<file path="config.mk">
export PLATFORM = sky130hd
export DESIGN_NAME = tank_motion
export DESIGN_NICKNAME = d
export VERILOG_FILES = /design/src/rtl/tank_pkg.sv /design/src/rtl/tank_key_match.sv /design/src/rtl/tank_motion.sv
export SDC_FILE = /design/constraint.sdc
export NUM_CORES = 1
export LEC_CHECK = 0
export BUFFER_PORTS_ARGS = -buffer_cell sky130_fd_sc_hd__buf_4
export CAP_MARGIN = 20
export CORE_ASPECT_RATIO = 1.1
export CORE_MARGIN = 2
export CORE_UTILIZATION = 33
export CTS_CLUSTER_SIZE = 16
export DETAILED_ROUTE_END_ITERATION = 16
export SLEW_MARGIN = 20
export SYNTH_ARGS = -nofsm -noshare
export SYNTH_HDL_FRONTEND = slang
export SYNTH_SLANG_ARGS = --single-unit
</file>
<file path="constraint.sdc">
create_clock -name frame_clk -period 4.2 [get_ports frame_clk]
set_clock_uncertainty 0.05 [all_clocks]
set_input_delay 0.42 -clock frame_clk [delete_from_list [all_inputs] [get_ports frame_clk]]
set_output_delay 0.42 -clock frame_clk [all_outputs]
set_load 0.1 [all_outputs]
</file>
<file path="src/rtl/tank_pkg.sv">
// Shared types and helpers for the per-player tank controller.
// Latency: none, types and a pure combinational function only.
// Backpressure: not applicable.
package tank_pkg;

  // 8-way heading, clockwise from north
  typedef enum logic [2:0] {
    H_N  = 3'd0,
    H_NE = 3'd1,
    H_E  = 3'd2,
    H_SE = 3'd3,
    H_S  = 3'd4,
    H_SW = 3'd5,
    H_W  = 3'd6,
    H_NW = 3'd7
  } heading_t;

  typedef enum logic [1:0] {
    READY    = 2'd0,
    COOLDOWN = 2'd1,
    WAIT_REL = 2'd2
  } fire_state_t;

  // Unit direction vector; each component is -1, 0 or +1
  typedef struct packed {
    logic signed [1:0] dx;
    logic signed [1:0] dy;
  } dir_t;

  // Default HID usage codes (W, S, A, D, space)
  localparam logic [7:0] KEY_FWD_DEF   = 8'h1A;
  localparam logic [7:0] KEY_BACK_DEF  = 8'h16;
  localparam logic [7:0] KEY_LEFT_DEF  = 8'h04;
  localparam logic [7:0] KEY_RIGHT_DEF = 8'h07;
  localparam logic [7:0] KEY_FIRE_DEF  = 8'h2C;

  // Screen coordinates: y grows downward, so north is dy = -1
  function automatic dir_t dir_vec(input heading_t h);
    dir_t v;
    case (h)
      H_N:     v = '{dx:  2'sd0, dy: -2'sd1};
      H_NE:    v = '{dx:  2'sd1, dy: -2'sd1};
      H_E:     v = '{dx:  2'sd1, dy:  2'sd0};
      H_SE:    v = '{dx:  2'sd1, dy:  2'sd1};
      H_S:     v = '{dx:  2'sd0, dy:  2'sd1};
      H_SW:    v = '{dx: -2'sd1, dy:  2'sd1};
      H_W:     v = '{dx: -2'sd1, dy:  2'sd0};
      default: v = '{dx: -2'sd1, dy: -2'sd1};
    endcase
    return v;
  endfunction

endpackage

</file>
<file path="src/rtl/tank_key_match.sv">
// Flags whether a given HID usage code is present in any of the four key slots.
// Latency: combinational.
// Backpressure: none, pure decode.
module tank_key_match (
  input  logic [31:0] keycode,
  input  logic [7:0]  key,
  output logic        hit
);

  // key is nonzero, so empty (8'h00) slots can never produce a hit
  assign hit = (keycode[7:0]   == key) |
               (keycode[15:8]  == key) |
               (keycode[23:16] == key) |
               (keycode[31:24] == key);

endmodule

</file>
<file path="src/rtl/tank_motion.sv">
// Per-player tank controller: key decode, 8-way heading, clamped motion, rate-limited fire.
// Latency: one frame, keycode sampled at edge k shows on every output after edge k.
// Backpressure: none, runs once per frame and never stalls.
module tank_motion
  import tank_pkg::*;
#(
  parameter int         X_CENTER      = 320,
  parameter int         Y_CENTER      = 240,
  parameter int         X_MIN         = 0,
  parameter int         X_MAX         = 639,
  parameter int         Y_MIN         = 0,
  parameter int         Y_MAX         = 479,
  parameter int         SIZE          = 10,
  parameter int         STEP          = 1,
  parameter int         ROT_DELAY     = 8,
  parameter int         FIRE_COOLDOWN = 30,
  parameter heading_t   INIT_HEADING  = H_N,
  parameter logic [7:0] KEY_FWD       = KEY_FWD_DEF,
  parameter logic [7:0] KEY_BACK      = KEY_BACK_DEF,
  parameter logic [7:0] KEY_LEFT      = KEY_LEFT_DEF,
  parameter logic [7:0] KEY_RIGHT     = KEY_RIGHT_DEF,
  parameter logic [7:0] KEY_FIRE      = KEY_FIRE_DEF
) (
  input  logic        frame_clk,
  input  logic        Reset_n,
  input  logic [31:0] keycode,
  input  logic        enable,
  output logic [9:0]  TankX,
  output logic [9:0]  TankY,
  output logic [9:0]  TankS,
  output logic [2:0]  heading,
  output logic        fire_pulse,
  output logic        moving
);

  localparam int RW = $clog2(ROT_DELAY + 1);
  localparam int CW = $clog2(FIRE_COOLDOWN + 1);

  localparam logic signed [10:0] X_LO   = 11'(X_MIN + SIZE);
  localparam logic signed [10:0] X_HI   = 11'(X_MAX - SIZE);
  localparam logic signed [10:0] Y_LO   = 11'(Y_MIN + SIZE);
  localparam logic signed [10:0] Y_HI   = 11'(Y_MAX - SIZE);
  localparam logic signed [10:0] STEP_S = 11'(STEP);

  logic fwd_hit, back_hit, left_hit, right_hit, fire_hit;

  tank_key_match u_key_fwd   (.keycode(keycode), .key(KEY_FWD),   .hit(fwd_hit));
  tank_key_match u_key_back  (.keycode(keycode), .key(KEY_BACK),  .hit(back_hit));
  tank_key_match u_key_left  (.keycode(keycode), .key(KEY_LEFT),  .hit(left_hit));
  tank_key_match u_key_right (.keycode(keycode), .key(KEY_RIGHT), .hit(right_hit));
  tank_key_match u_key_fire  (.keycode(keycode), .key(KEY_FIRE),  .hit(fire_hit));

  // Registered state
  logic [9:0]  pos_x, pos_y;
  heading_t    heading_q;
  logic [RW-1:0] rot_cnt;
  fire_state_t fire_q;
  logic [CW-1:0] cd_cnt;
  logic        pulse_q, moving_q;

  // Next-state values
  logic [9:0]  pos_x_nxt, pos_y_nxt;
  heading_t    heading_nxt;
  logic [RW-1:0] rot_cnt_nxt;
  fire_state_t fire_nxt;
  logic [CW-1:0] cd_nxt;
  logic        pulse_nxt, moving_nxt;

  logic              drive, back_only;
  dir_t              vec;
  logic signed [10:0] dx_ext, dy_ext, dlt_x, dlt_y, cand_x, cand_y;

  function automatic logic [9:0] clamp(input logic signed [10:0] c,
                                       input logic signed [10:0] lo,
                                       input logic signed [10:0] hi);
    if (c < lo) return lo[9:0];
    if (c > hi) return hi[9:0];
    return c[9:0];
  endfunction

  // Rotation and drive: motion uses the heading registered before this frame's rotation
  always_comb begin
    heading_nxt = heading_q;
    rot_cnt_nxt = rot_cnt;
    pos_x_nxt   = pos_x;
    pos_y_nxt   = pos_y;
    moving_nxt  = 1'b0;

    drive     = fwd_hit ^ back_hit;
    back_only = back_hit & ~fwd_hit;
    vec       = dir_vec(heading_q);
    dx_ext    = {{9{vec.dx[1]}}, vec.dx};
    dy_ext    = {{9{vec.dy[1]}}, vec.dy};
    dlt_x     = '0;
    dlt_y     = '0;
    if (drive) begin
      dlt_x = back_only ? -(dx_ext * STEP_S) : (dx_ext * STEP_S);
      dlt_y = back_only ? -(dy_ext * STEP_S) : (dy_ext * STEP_S);
    end
    cand_x = $signed({1'b0, pos_x}) + dlt_x;
    cand_y = $signed({1'b0, pos_y}) + dlt_y;

    if (enable) begin
      if (left_hit ^ right_hit) begin
        if (rot_cnt == '0) begin
          heading_nxt = left_hit ? heading_t'(heading_q - 3'd1)
                                 : heading_t'(heading_q + 3'd1);
          rot_cnt_nxt = RW'(ROT_DELAY - 1);
        end else begin
          rot_cnt_nxt = rot_cnt - RW'(1);
        end
      end else begin
        // Released (or both held): next press rotates immediately
        rot_cnt_nxt = '0;
      end

      if (drive) begin
        // Axes clamp independently so diagonal moves slide along walls
        pos_x_nxt  = clamp(cand_x, X_LO, X_HI);
        pos_y_nxt  = clamp(cand_y, Y_LO, Y_HI);
        moving_nxt = 1'b1;
      end
    end
  end

  // Fire FSM: one pulse per press, cooldown and release wait keep running while disabled
  always_comb begin
    fire_nxt  = fire_q;
    cd_nxt    = cd_cnt;
    pulse_nxt = 1'b0;
    case (fire_q)
      READY: begin
        if (fire_hit && enable) begin
          fire_nxt  = COOLDOWN;
          cd_nxt    = CW'(FIRE_COOLDOWN - 1);
          pulse_nxt = 1'b1;
        end
      end
      COOLDOWN: begin
        if (cd_cnt == '0) begin
          fire_nxt = fire_hit ? WAIT_REL : READY;
        end else begin
          cd_nxt = cd_cnt - CW'(1);
        end
      end
      WAIT_REL: begin
        if (!fire_hit) fire_nxt = READY;
      end
      default: fire_nxt = READY;
    endcase
  end

  // State register with synchronous active-low reset overriding keys and enable
  always_ff @(posedge frame_clk) begin
    if (!Reset_n) begin
      pos_x     <= 10'(X_CENTER);
      pos_y     <= 10'(Y_CENTER);
      heading_q <= INIT_HEADING;
      rot_cnt   <= '0;
      fire_q    <= READY;
      cd_cnt    <= '0;
      pulse_q   <= 1'b0;
      moving_q  <= 1'b0;
    end else begin
      pos_x     <= pos_x_nxt;
      pos_y     <= pos_y_nxt;
      heading_q <= heading_nxt;
      rot_cnt   <= rot_cnt_nxt;
      fire_q    <= fire_nxt;
      cd_cnt    <= cd_nxt;
      pulse_q   <= pulse_nxt;
      moving_q  <= moving_nxt;
    end
  end

  assign TankX      = pos_x;
  assign TankY      = pos_y;
  assign TankS      = 10'(SIZE);
  assign heading    = heading_q;
  assign fire_pulse = pulse_q;
  assign moving     = moving_q;

endmodule

</file>
==> results of run 1 <==
-- flip-flops by register name, summed over array words and instances (netlist names) --
register	cells
cd_cnt	5
moving	1
heading	3
fire_q	2
fire_pulse	1
TankY	10
TankX	10
rot_cnt	4
-- layer usage --
metal | GRT usage [%] | wire (microns) | part of all wire (%) | up-vias
met3 | 2.924 | 279 | 2.9 | 8
met5 | 0 | 0 | 0 | -
met2 | 32.38 | 4854 | 51 | 56
li1 | - | - | - | 1830
met4 | 2.153 | 68 | 0.71 | 0
met1 | 20.90 | 4388 | 46 | 1697
-- cell families after synthesis --
group                    after synthesis
AND/OR/NAND/NOR                      177
AO/OA/AOI/OAI                        108
buffers and inverters                 44
flip-flops                            36
adder cells (fa/ha/maj)               35
XOR/XNOR                              23
multiplexers                           5
other                                  2
-- layout make-up --
| class | instances | area (sq um) | share of cell area, % |
|---|---|---|---|
| inverters | 26 | 97.59 | 2.020 |
| well taps | 120 | 150.1 | 3.107 |
| clock inverters | 1 | 5.005 | 0.1036 |
| clock buffers | 7 | 97.59 | 2.020 |
| multi-input cells | 358 | 2744 | 56.78 |
| flip-flops and latches | 36 | 732.0 | 15.15 |
| repair buffers | 133 | 1006 | 20.82 |
-- final timing paths --
check / from / end / slack [ps] / cells past startpoint
setup / recovery: heading[0] / TankX[7] / 100 / 21
hold / removal: Reset_n / rot_cnt[0] / 420 / 2
setup reg to reg: heading[0] / TankX[7] / 100 / 21
hold reg to reg: TankY[8] / TankY[8] / 440 / 2
-- worst max-delay path, cell delays in order, from the launching register on --
cell	delay, ps
dfxtp_4	370
inv_2	70
ha_2	190
or2_4	250
or4_4	440
nand2_4	80
inv_2	50
ha_4	140
nor2_1	100
a311o_1	200
inv_2	70
buf_8	150
ha_4	290
nand3_4	100
o211ai_1	120
o41ai_2	340
buf_4	170
xor2_1	140
buf_4	170
nor2_4	60
buf_4	130
o41ai_2	300
-- Yosys cell counts, types with 9 or more instances --
library cell  count
inv_1            25
xor2_1           16
ha_1             33
nand2b_1          9
dfxtp_1          36
a21oi_1          34
nor3_1           10
buf_4            10
nand3_1          22
nand2_1          34
nor2_1           46
nand4_1          10
-- power by group --
| group | total (mW) | internal, mW | switching [mW] |
|---|---|---|---|
| sequential | 0.345 | 0.342 | 0.00315 |
| combinational | 0.197 | 0.0734 | 0.123 |
| clock | 0.286 | 0.152 | 0.133 |
-- timing repair --
item	in CTS	in global routing
resized for setup	6	44
setup buffers	1	3
hold buffers	0	0
hold endpoints to repair	0	0
pin swaps	5	28
setup endpoints to repair	12	16
==> impl_metrics.ini, run 1 <==
[final_layout]
mostFrequentLayoutCell = buf_4
area_growth_pct = 44.75
antenna_cells = 0
layout-drive-gt1-share_pct = 36.19
finalInstanceArea_sq_um = 4832
finish.utilization_pct = 49.10
final_cells = 681
final.fill_count = 948
final_nets = 630
final_cell_mix = 132 x buf_4, 46 x nor2_1, 33 x dfxtp_1

[cts]
root_buffer = clkbuf_8
clk_latency_ps = 290
clk_pin_slew_ps = 80
cts_buffers = 5
cts_sinks = 36
cts_max_level = 2
cts.path.max_buffers = 2
cts_tree = built

[grt]
gr-total-overflow = 0
grt_pass1_vias = 3470
grtUsageTotal_pct = 17.15
antenna_found_initial = 0
grt_max_degree = 28
grt_pass1_wl_microns = 15600

[pwr]
peakVddDrop_uv = 135.6
total_power_mw = 0.8275
powerDensity_nw_per_um2 = 171.2
leakage_nw = 2.035

[worst_setup_path]
path_class = reg2reg
crit_path_max_fanout = 8
cp.arrival_ps = 4230
end_kind = register
cp-start-kind = register
required_ps = 4340

[yosys]
avgSynthCellArea_sq_um = 7.763
synth_xor_xnor_area_share_pct = 6.034
synth_top_family_by_area = simple AND/OR/NAND/NOR gates
synthTopCellsByArea = dfxtp_1 22%, ha_1 12%, nor2_1 5.2%
synth_top_area_share_pct = 21.59
synth_area_sq_um = 3338
synth_edf_count = 0
yosys_warnings = 0
synthAdderAreaFrac_pct = 13.57
async_flop_share_pct = 0
synth-seq-cells = 36
ys.flop_type = dfxtp_1
synthCells = 430
synth_compound_area_share_pct = 23.76
yosys.area.top_type = dfxtp_1
synth-simple-area-share_pct = 27.17
synthDistinctLibCells = 62
ys_seq_area_share_pct = 21.59
muxShareOfSynthArea_pct = 1.537

[place]
placed_cells = 669
dpl-instance-area_sq_um = 4443
pre_cts_ws_ps = -329.0
dp_hpwl_microns = 7564
port_buffers = 59
gp_congestion = 0.8715

[sta]
fin_setup_tns_ps = 0
hold_viol_final = 0
fmax_ghz = 0.2442
worst_slew_pin_slew_ps = 940.4
finalWorstSetupSlack_ps = 104.3
fin_hold_ws_ps = 417.0
maxSlewHeadroom_pct = 36.92
slew_violations = 0
fin_crit_sh_pct = 97.52
post-route-min-period_ps = 4096
finalSetupViolCount = 0

[min_path]
hold_path.class = in2reg

[floorplan]
core_area_sq_um = 9842
start_util_pct = 33.92
die-area_sq_um = 10940
io_pins = 70
core.rowCount = 38
fp.dieH_microns = 109.5
die_w_microns = 99.90

[route]
drtPass1Iterations = 4
drt_iter0_drc = 103
wl_microns = 9591
vias_per_cell = 5.273
routedWlPerCell_microns = 14.08
ant_nets = 0
num_vias = 3591
drc = 0

[run]
maxCapViolCount = 0

[run_status]
status = finished clean
Power figures use the tool's default switching activity.
==> inputs of run 2 (changes only) <==
- BUFFER_PORTS_ARGS: -buffer_cell sky130_fd_sc_hd__buf_4 -> unset
- DONT_BUFFER_PORTS: unset -> 1
==> run 2 against run 1 <==
- largest power group unchanged
- worst hold slack worse by 220 ps
- non-clock buffer count decreased by 46
- cell count is 6.8% lower
- critical path type unchanged
==> impl_metrics.ini, run 2 (synthesized netlist as in run 1, its figures left out) <==
[run_status]
status = finished clean

[floorplan]
die-area_sq_um = 10940
core_area_sq_um = 9842
io_pins = 70
die_w_microns = 99.90
core.rowCount = 38
start_util_pct = 33.92
fp.dieH_microns = 109.5

[pwr]
peakVddDrop_uv = 98.85
p_comb_share_pct = 20.2
p_int_mw = 0.5432
powerDensity_nw_per_um2 = 174.1
power_frac_clock_pct = 36.1
switching_power_mw = 0.2460
switching_share_pct = 31.17
sequentialPowerShare_pct = 43.7
leakage_nw = 1.812

[worst_setup_path]
cp-start-kind = register
path_class = reg2reg
slowest_stage = or4_4
crit_chain = inv_2, ha_4, or2_1, or4_4, nand2_2, inv_2, ha_4, nor2_4, a311o_1, inv_2, buf_8, ha_4, nand3_4, o2111ai_4, a2111oi_4, and4b_2, nand4_1, buf_4, a21o_1, o31ai_1
required_ps = 4350
cp.arrival_ps = 4230
end_kind = register
slowest_delay_ps = 440
crit_path_max_fanout = 6

[sta]
fin_setup_tns_ps = 0
fin_crit_sh_pct = 97.05
finalWorstSetupSlack_ps = 124.0
finalSetupViolCount = 0
fmax_ghz = 0.2453
post-route-min-period_ps = 4076
maxSlewHeadroom_pct = 37.02
slew_violations = 0
hold_viol_final = 0
worst_slew_pin_slew_ps = 943.4

[cts]
cts.path.max_buffers = 2
cts_max_level = 2
cts_hold_buf = 0
root_buffer = clkbuf_8
clk_pin_slew_ps = 80
cts_buffers = 5
clk_latency_ps = 290
cts_sinks = 36
cts_tree = built

[run]
maxCapViolCount = 0

[grt]
grt_max_degree = 28
gr-total-overflow = 0
antenna_found_initial = 0
grt_pass1_vias = 3313
grtUsageTotal_pct = 17.00
grt_pass1_wl_microns = 15200

[final_layout]
area_growth_pct = 35.79
final.fill_count = 957
finish.utilization_pct = 46.06
mostFrequentLayoutCell = buf_4
final_cell_mix = 86 x buf_4, 45 x nor2_1, 33 x dfxtp_1
layout-drive-gt1-share_pct = 31.26
finalInstanceArea_sq_um = 4533
final_nets = 584
antenna_cells = 0

[route]
num_vias = 3444
drt_iter0_drc = 143
vias_per_cell = 5.424
wl_microns = 9692
ant_nets = 0
routedWlPerCell_microns = 15.26
drtPass1Iterations = 4
drc = 0

[place]
dpl-instance-area_sq_um = 4090
port_buffers = 0
gp_congestion = 0.8291
dp_hpwl_microns = 7479
pre_cts_ws_ps = -256.0

[min_path]
hold_path.class = in2reg
-- run 2: timing repair --
| action | 4_1_cts | 5_1_grt |
|---|---|---|
| setup endpoints to repair | 9 | 17 |
| pin swaps | 4 | 20 |
| setup buffers | 0 | 5 |
| resized for setup | 17 | 40 |
| gates cloned | 0 | 0 |
-- run 2: final timing paths --
check	start	end	slack, ps	cells after the start
worst max-delay path	heading[1]	TankX[1]	120	20
worst min-delay path	Reset_n	rot_cnt[0]	200	1
worst max register to register	heading[1]	TankX[1]	120	20
worst min register to register	cd_cnt[0]	cd_cnt[0]	460	2
-- run 2: worst max-delay path: cells and delay by family, from the launching register on --
family,cells,cell delay (ps)
AOI/OAI and AO/OA,5,790
adders and majority gates,3,650
buffers and inverters,5,560
DFF,1,390
and+or+nand+nor,7,1550
-- run 2: power groups by stage --
stage	clock network, mW	logic [mW]	registers [mW]
floorplan	0	0.110	0.367
global placement	0	0.145	0.353
detailed placement	0	0.147	0.353
CTS	0.292	0.148	0.345
global route	0.306	0.170	0.345
finish	0.285	0.159	0.345
-- run 2: area by class of cell --
cell class	count	area (sq um)	share of cell area (%)
flip-flops and latches	36	732.0	16.15
inverters	26	100.1	2.208
repair buffers	87	660.6	14.57
multi-input cells	358	2790	61.55
clock buffers	8	100.1	2.208
well taps	120	150.1	3.312
-- run 2: routing by layer --
metal | part of all wire, % | track usage (%)
met5 | 0 | 0
met4 | 1.5 | 5.088
met1 | 43 | 20.54
met3 | 4.6 | 3.878
met2 | 51 | 30.16
-- run 2: stage by stage --
stage / hold WS, ps / cells / total power [mW]
finish: 198.5 / 635 / 0.7892
global route: 191.6 / 635 / 0.8217
CTS: 188.1 / 630 / 0.7843
detailed placement: 449.2 / 622 / 0.4996
global placement: 424.4 / 622 / 0.4976
floorplan: 408.2 / 438 / 0.4778
